`src/rtl/vc_wrr_scheduler.sv`:
```
// Weighted round-robin scheduler draining two show-ahead VC FIFOs onto one
// output link: up to W0 consecutive VC0 grants, then up to W1 VC1 grants.
module vc_wrr_scheduler #(
  parameter int DATA_WIDTH = 6,
  parameter int W0         = 4,
  parameter int W1         = 1,
  parameter int CNT_WIDTH  = 3
) (
  input  logic                  clk,
  input  logic                  reset,
  input  logic                  vc0_empty,
  input  logic [DATA_WIDTH-1:0] vc0_data,
  input  logic                  vc1_empty,
  input  logic [DATA_WIDTH-1:0] vc1_data,
  input  logic                  out_almost_full,
  output logic                  pop_vc0,
  output logic                  pop_vc1,
  output logic [DATA_WIDTH-1:0] data_out,
  output logic                  valid_out,
  output logic                  grant_vc,
  output logic                  busy,
  output logic [1:0]            dbg_state
);

  // Handshake: a FIFO word is consumed in exactly the cycle its pop strobe is
  // high; the same word appears on data_out with valid_out one cycle later.
  // There is no ready input: out_almost_full only suppresses future pops.

  typedef enum logic [1:0] {
    IDLE   = 2'd0,
    SERVE0 = 2'd1,
    SERVE1 = 2'd2
  } state_t;

  localparam logic [CNT_WIDTH-1:0] W0_LAST = CNT_WIDTH'(W0 - 1);
  localparam logic [CNT_WIDTH-1:0] W1_LAST = CNT_WIDTH'(W1 - 1);

  state_t                  state_q, state_d;
  logic [CNT_WIDTH-1:0]    cnt_q, cnt_d;
  logic [DATA_WIDTH-1:0]   data_q;
  logic                    valid_q;
  logic                    grant_q;
  logic                    stall;

  assign stall = out_almost_full;

  // Reset gating keeps the strobes quiet even before state_q has settled.
  assign pop_vc0 = !reset && (state_q == SERVE0) && !vc0_empty && !stall;
  assign pop_vc1 = !reset && (state_q == SERVE1) && !vc1_empty && !stall;

  assign busy      = (state_q != IDLE);
  assign dbg_state = state_q;
  assign data_out  = data_q;
  assign valid_out = valid_q;
  assign grant_vc  = grant_q;

  always_ff @(posedge clk or posedge reset) begin
    if (reset) begin
      state_q <= IDLE;
      cnt_q   <= '0;
    end else begin
      state_q <= state_d;
      cnt_q   <= cnt_d;
    end
  end

  always_comb begin
    state_d = state_q;
    cnt_d   = cnt_q;
    unique case (state_q)
      IDLE: begin
        cnt_d = '0;
        if (!vc0_empty)      state_d = SERVE0;
        else if (!vc1_empty) state_d = SERVE1;
        else                 state_d = IDLE;
      end
      SERVE0: begin
        if (stall) begin
          state_d = SERVE0;
        end else if (pop_vc0) begin
          if (cnt_q == W0_LAST) begin
            cnt_d   = '0;
            state_d = vc1_empty ? SERVE0 : SERVE1;
          end else begin
            cnt_d = cnt_q + 1'b1;
          end
        end else begin
          cnt_d   = '0;
          state_d = vc1_empty ? IDLE : SERVE1;
        end
      end
      SERVE1: begin
        if (stall) begin
          state_d = SERVE1;
        end else if (pop_vc1) begin
          if (cnt_q == W1_LAST) begin
            cnt_d   = '0;
            state_d = vc0_empty ? SERVE1 : SERVE0;
          end else begin
            cnt_d = cnt_q + 1'b1;
          end
        end else begin
          cnt_d   = '0;
          state_d = vc0_empty ? IDLE : SERVE0;
        end
      end
      default: begin
        state_d = IDLE;
        cnt_d   = '0;
      end
    endcase
  end

  // Output stage: data and grant hold between pops, valid is a one-cycle pulse.
  always_ff @(posedge clk or posedge reset) begin
    if (reset) begin
      data_q  <= '0;
      valid_q <= 1'b0;
      grant_q <= 1'b0;
    end else if (pop_vc0) begin
      data_q  <= vc0_data;
      valid_q <= 1'b1;
      grant_q <= 1'b0;
    end else if (pop_vc1) begin
      data_q  <= vc1_data;
      valid_q <= 1'b1;
      grant_q <= 1'b1;
    end else begin
      valid_q <= 1'b0;
    end
  end

endmodule

```
`config.mk`:
```
export PLATFORM = sky130hd
export DESIGN_NAME = vc_wrr_scheduler
export DESIGN_NICKNAME = d
export VERILOG_FILES = /design/src/rtl/vc_wrr_scheduler.sv
export SDC_FILE = /design/constraint.sdc
export NUM_CORES = 1
export LEC_CHECK = 0
export CAP_MARGIN = 40
export CORE_MARGIN = 2
export CORE_UTILIZATION = 45
export CTS_BUF_LIST = sky130_fd_sc_hd__clkbuf_16
export CTS_CLUSTER_DIAMETER = 150
export CTS_CLUSTER_SIZE = 12
export DETAILED_ROUTE_END_ITERATION = 8
export MAX_ROUTING_LAYER = met4
export PLACE_DENSITY_LB_ADDON = 0.08
export SYNTH_ARGS = -nofsm -noshare
export SYNTH_HDL_FRONTEND = slang
export SYNTH_SLANG_ARGS = --single-unit
```
`constraint.sdc`:
```
create_clock -name clk -period 4.5 [get_ports clk]
set_input_delay 0.9 -clock clk [delete_from_list [all_inputs] [get_ports clk]]
set_output_delay 0.9 -clock clk [all_outputs]
set_load 0.01 [all_outputs]
```
==> results.sh <==
export IMPL_status="finished clean"
export IMPL_clkSinkCount=13
export IMPL_grt_ovfl_total=0
export IMPL_die_area_um2=2130
export IMPL_path_class="input pin to output pin"
export IMPL_cts_resized=0
export IMPL_critPathRequiredTime_ps=3600
export IMPL_vias=673
export IMPL_startpoint_type="input pin"
export IMPL_dieHeight_um=46.2
export IMPL_pin_count=30
export IMPL_synth_top_area_frac=0.407
export IMPL_cts_root_buf="clkbuf_16"
export IMPL_hold_buffers=0
export IMPL_h_tree_depth=1
export IMPL_relSlewSlack=0.431
export IMPL_nNetsFinal=141
export IMPL_n_fill_cell=141
export IMPL_ys_seq_area_frac=0.407
export IMPL_grt_met3_usage=0.0706
export IMPL_start_util=0.473
export IMPL_whs_ps=483
export IMPL_worstMarginPinSlew_ps=850
export IMPL_finalSetupTns_ps=0
export IMPL_period_needed_ps=3450
export IMPL_power_density_nw_per_um2=513
export IMPL_drtIter0Drc=5
export IMPL_remaining_drc_errors=0
export IMPL_grt_pass1_wl_mm=2.82
export IMPL_ant_nets=0
export IMPL_place_congestion=0.690
export IMPL_r2r_end="cnt_q[1]$_DFFE_PP0P_"
export IMPL_mappedNetlistNets=108
export IMPL_post_drt_wl_per_cell_um=13.0
export IMPL_drive_above_1_share=0.0696
export IMPL_first_pass_iters=4
export IMPL_hold_viol=0
export IMPL_yosysWarnings=0
export IMPL_synthCells=83
export IMPL_r2r_slack_ps=2330
export IMPL_grt_max_degree=15
export IMPL_grtUsageMet1=0.219
export IMPL_cts_buffers=3
export IMPL_io_buffers=29
export IMPL_cp_arrival_ps=2550
export IMPL_die_w_um=46.2
export IMPL_crit_path_start="reset"
export IMPL_pre_cts_slack_ps=1070
export IMPL_clock_fmax_mhz=290
export IMPL_layout_setup_ws_ps=1050
export IMPL_power_leakage_nw=0.537
export IMPL_cts_path_max_buffers=2
export IMPL_yosys_top_cells_area="dfrtp_1 41%, ha_1 13%, mux2i_1 7.5%"
export IMPL_cts_tree="built"
export IMPL_synth_cell_types=23
export IMPL_setup_viol=0
export IMPL_grt_pass1_vias=645
export IMPL_dpl_cell_area_um2=1110
export IMPL_yosys_area_top_type="dfrtp_1"
export IMPL_ys_seq_elements=13
export IMPL_cts_clk_slew_worst_paths_ps=40
export IMPL_crit_fanout=5
export IMPL_antennaDiodeCount=0
export IMPL_post_cts_buffers=0
export IMPL_finalCritPeriodShare=0.766
export IMPL_final_area_um2=1180
export IMPL_drv_cap=0
export IMPL_reg2reg_depth=6
export IMPL_dpl_hpwl_mm=1.26
export IMPL_skew_ps=3.80
export IMPL_hp_class="flip-flop to flip-flop"
export IMPL_antenna_found_initial=0
export IMPL_rows=15
export IMPL_wirelength_mm=1.72
export IMPL_met2_usage=0.336
export IMPL_worstSetupEndpoint="pop_vc1"
export IMPL_synthesis_area_um2=800
export IMPL_area_delta_synth_final_pct=48.2
export IMPL_rsz0062_at_grt="false"
export IMPL_end_kind="output pin"
export IMPL_synth_avg_cell_area_um2=9.63
export IMPL_vdd_drop_max_uv=460
export IMPL_grt_usage=0.198
export IMPL_avgViaCountPerCell=5.10
export IMPL_r2r_start="dbg_state[0]$_DFFE_PP0P_"
export IMPL_finalMaxSlewViolations=0
export IMPL_clk_latency_ps=240
export IMPL_top_usage_layer="met2"
export IMPL_core_area_um2=1690
==> layer usage <==
metal,wire [um],part of all wire
met1,757,0.44
met2,872,0.51
met3,74,0.043
met4,10,0.0058
met5,0,0
==> per-stage QoR <==
| stage | total power [mW] | instances | utilization |
|---|---|---|---|
| 6_report | 0.608 | 132 | 0.701 |
| 5_1_grt | 0.655 | 132 | 0.701 |
| 4_1_cts | 0.614 | 132 | 0.701 |
| 3_5_place_dp | 0.446 | 128 | 0.655 |
| 3_3_place_gp | 0.440 | 128 | 0.655 |
| 2_1_floorplan | 0.312 | 83 | - |
==> registers in the layout, indices dropped and copies added, names as in the netlist <==
| register | cells |
|---|---|
| cnt_q | 3 |
| data_out | 6 |
| dbg_state | 2 |
| valid_out | 1 |
| grant_vc | 1 |
==> cell usage in the layout, fill, tap and decap left out, types with 2 or more instances in the layout <==
cell type        synthesis  final
clkdlybuf4s50_1          0     29
inv_1                   13     14
dfrtp_1                 13     13
nand2_1                  9      9
ha_1                     8      8
o21ai_0                  7      7
mux2i_1                  6      6
nor2_1                   4      4
o21ai_1                  4      4
clkbuf_16                0      3
nor2b_1                  2      2
nor4b_2                  2      2
nor3b_1                  2      2
a22o_1                   2      2
==> cells by family (layout without fill, tap and decap cells) <==
logic type      Yosys count  after routing  share of synthesized area
mux                       6              6                     0.0751
simple gates             22             22                      0.155
compound gates           19             19                      0.161
buf+inv                  15             47                     0.0767
flops                    13             13                      0.407
fa+ha+maj                 8              8                      0.125
==> critical path, stage by stage <==
cell and delay [ps]:
clkdlybuf4s50_1 490, nor4b_2 530, clkdlybuf4s50_1 630
==> area by class of cell <==
class                   instances  area [um2]  share of cell area
repair buffers                 30         298               0.251
flip-flops and latches         13         325               0.275
multi-input cells              55         413               0.348
inverters                      13        48.8              0.0412
clock inverters                 1        3.75             0.00317
clock buffers                   3        75.1              0.0634
well taps                      17        21.3              0.0180
==> power by group <==
group,switching (mW),internal [mW]
Combinational,0.113,0.144
Clock,0.0477,0.117
Sequential,0.0275,0.158
==> worst min-delay path by stage <==
stage                                  startpoint                 endpoint  cells past startpoint
after global routing      data_out[5]$_DFFE_PP0P_  data_out[5]$_DFFE_PP0P_                      2
after detailed placement  data_out[5]$_DFFE_PP0P_  data_out[5]$_DFFE_PP0P_                      2
final                     data_out[5]$_DFFE_PP0P_  data_out[5]$_DFFE_PP0P_                      2
after CTS                 data_out[5]$_DFFE_PP0P_  data_out[5]$_DFFE_PP0P_                      2
after floorplan              cnt_q[0]$_DFFE_PP0P_     cnt_q[0]$_DFFE_PP0P_                      2
after global placement    data_out[0]$_DFFE_PP0P_  data_out[0]$_DFFE_PP0P_                      2
==> cells in the mapped netlist <==
| library cell | count |
|---|---|
| mux2i_1 | 6 |
| a32oi_1 | 1 |
| nor2_1 | 4 |
| buf_2 | 1 |
| o21ai_0 | 7 |
| ha_1 | 8 |
| nand2b_1 | 1 |
| nand2_1 | 9 |
| a22o_4 | 1 |
| dfrtp_1 | 13 |
| a21oi_1 | 1 |
| o21ai_1 | 4 |
| nor2b_1 | 2 |
| buf_4 | 1 |
| nand3_1 | 1 |
| a32o_1 | 1 |
| nor2_2 | 1 |
| nor3b_1 | 2 |
| a22o_1 | 2 |
| o211ai_1 | 1 |
| nor4b_2 | 2 |
| inv_1 | 13 |
| a22oi_1 | 1 |
No activity file was read; power rests on OpenSTA's default activity.
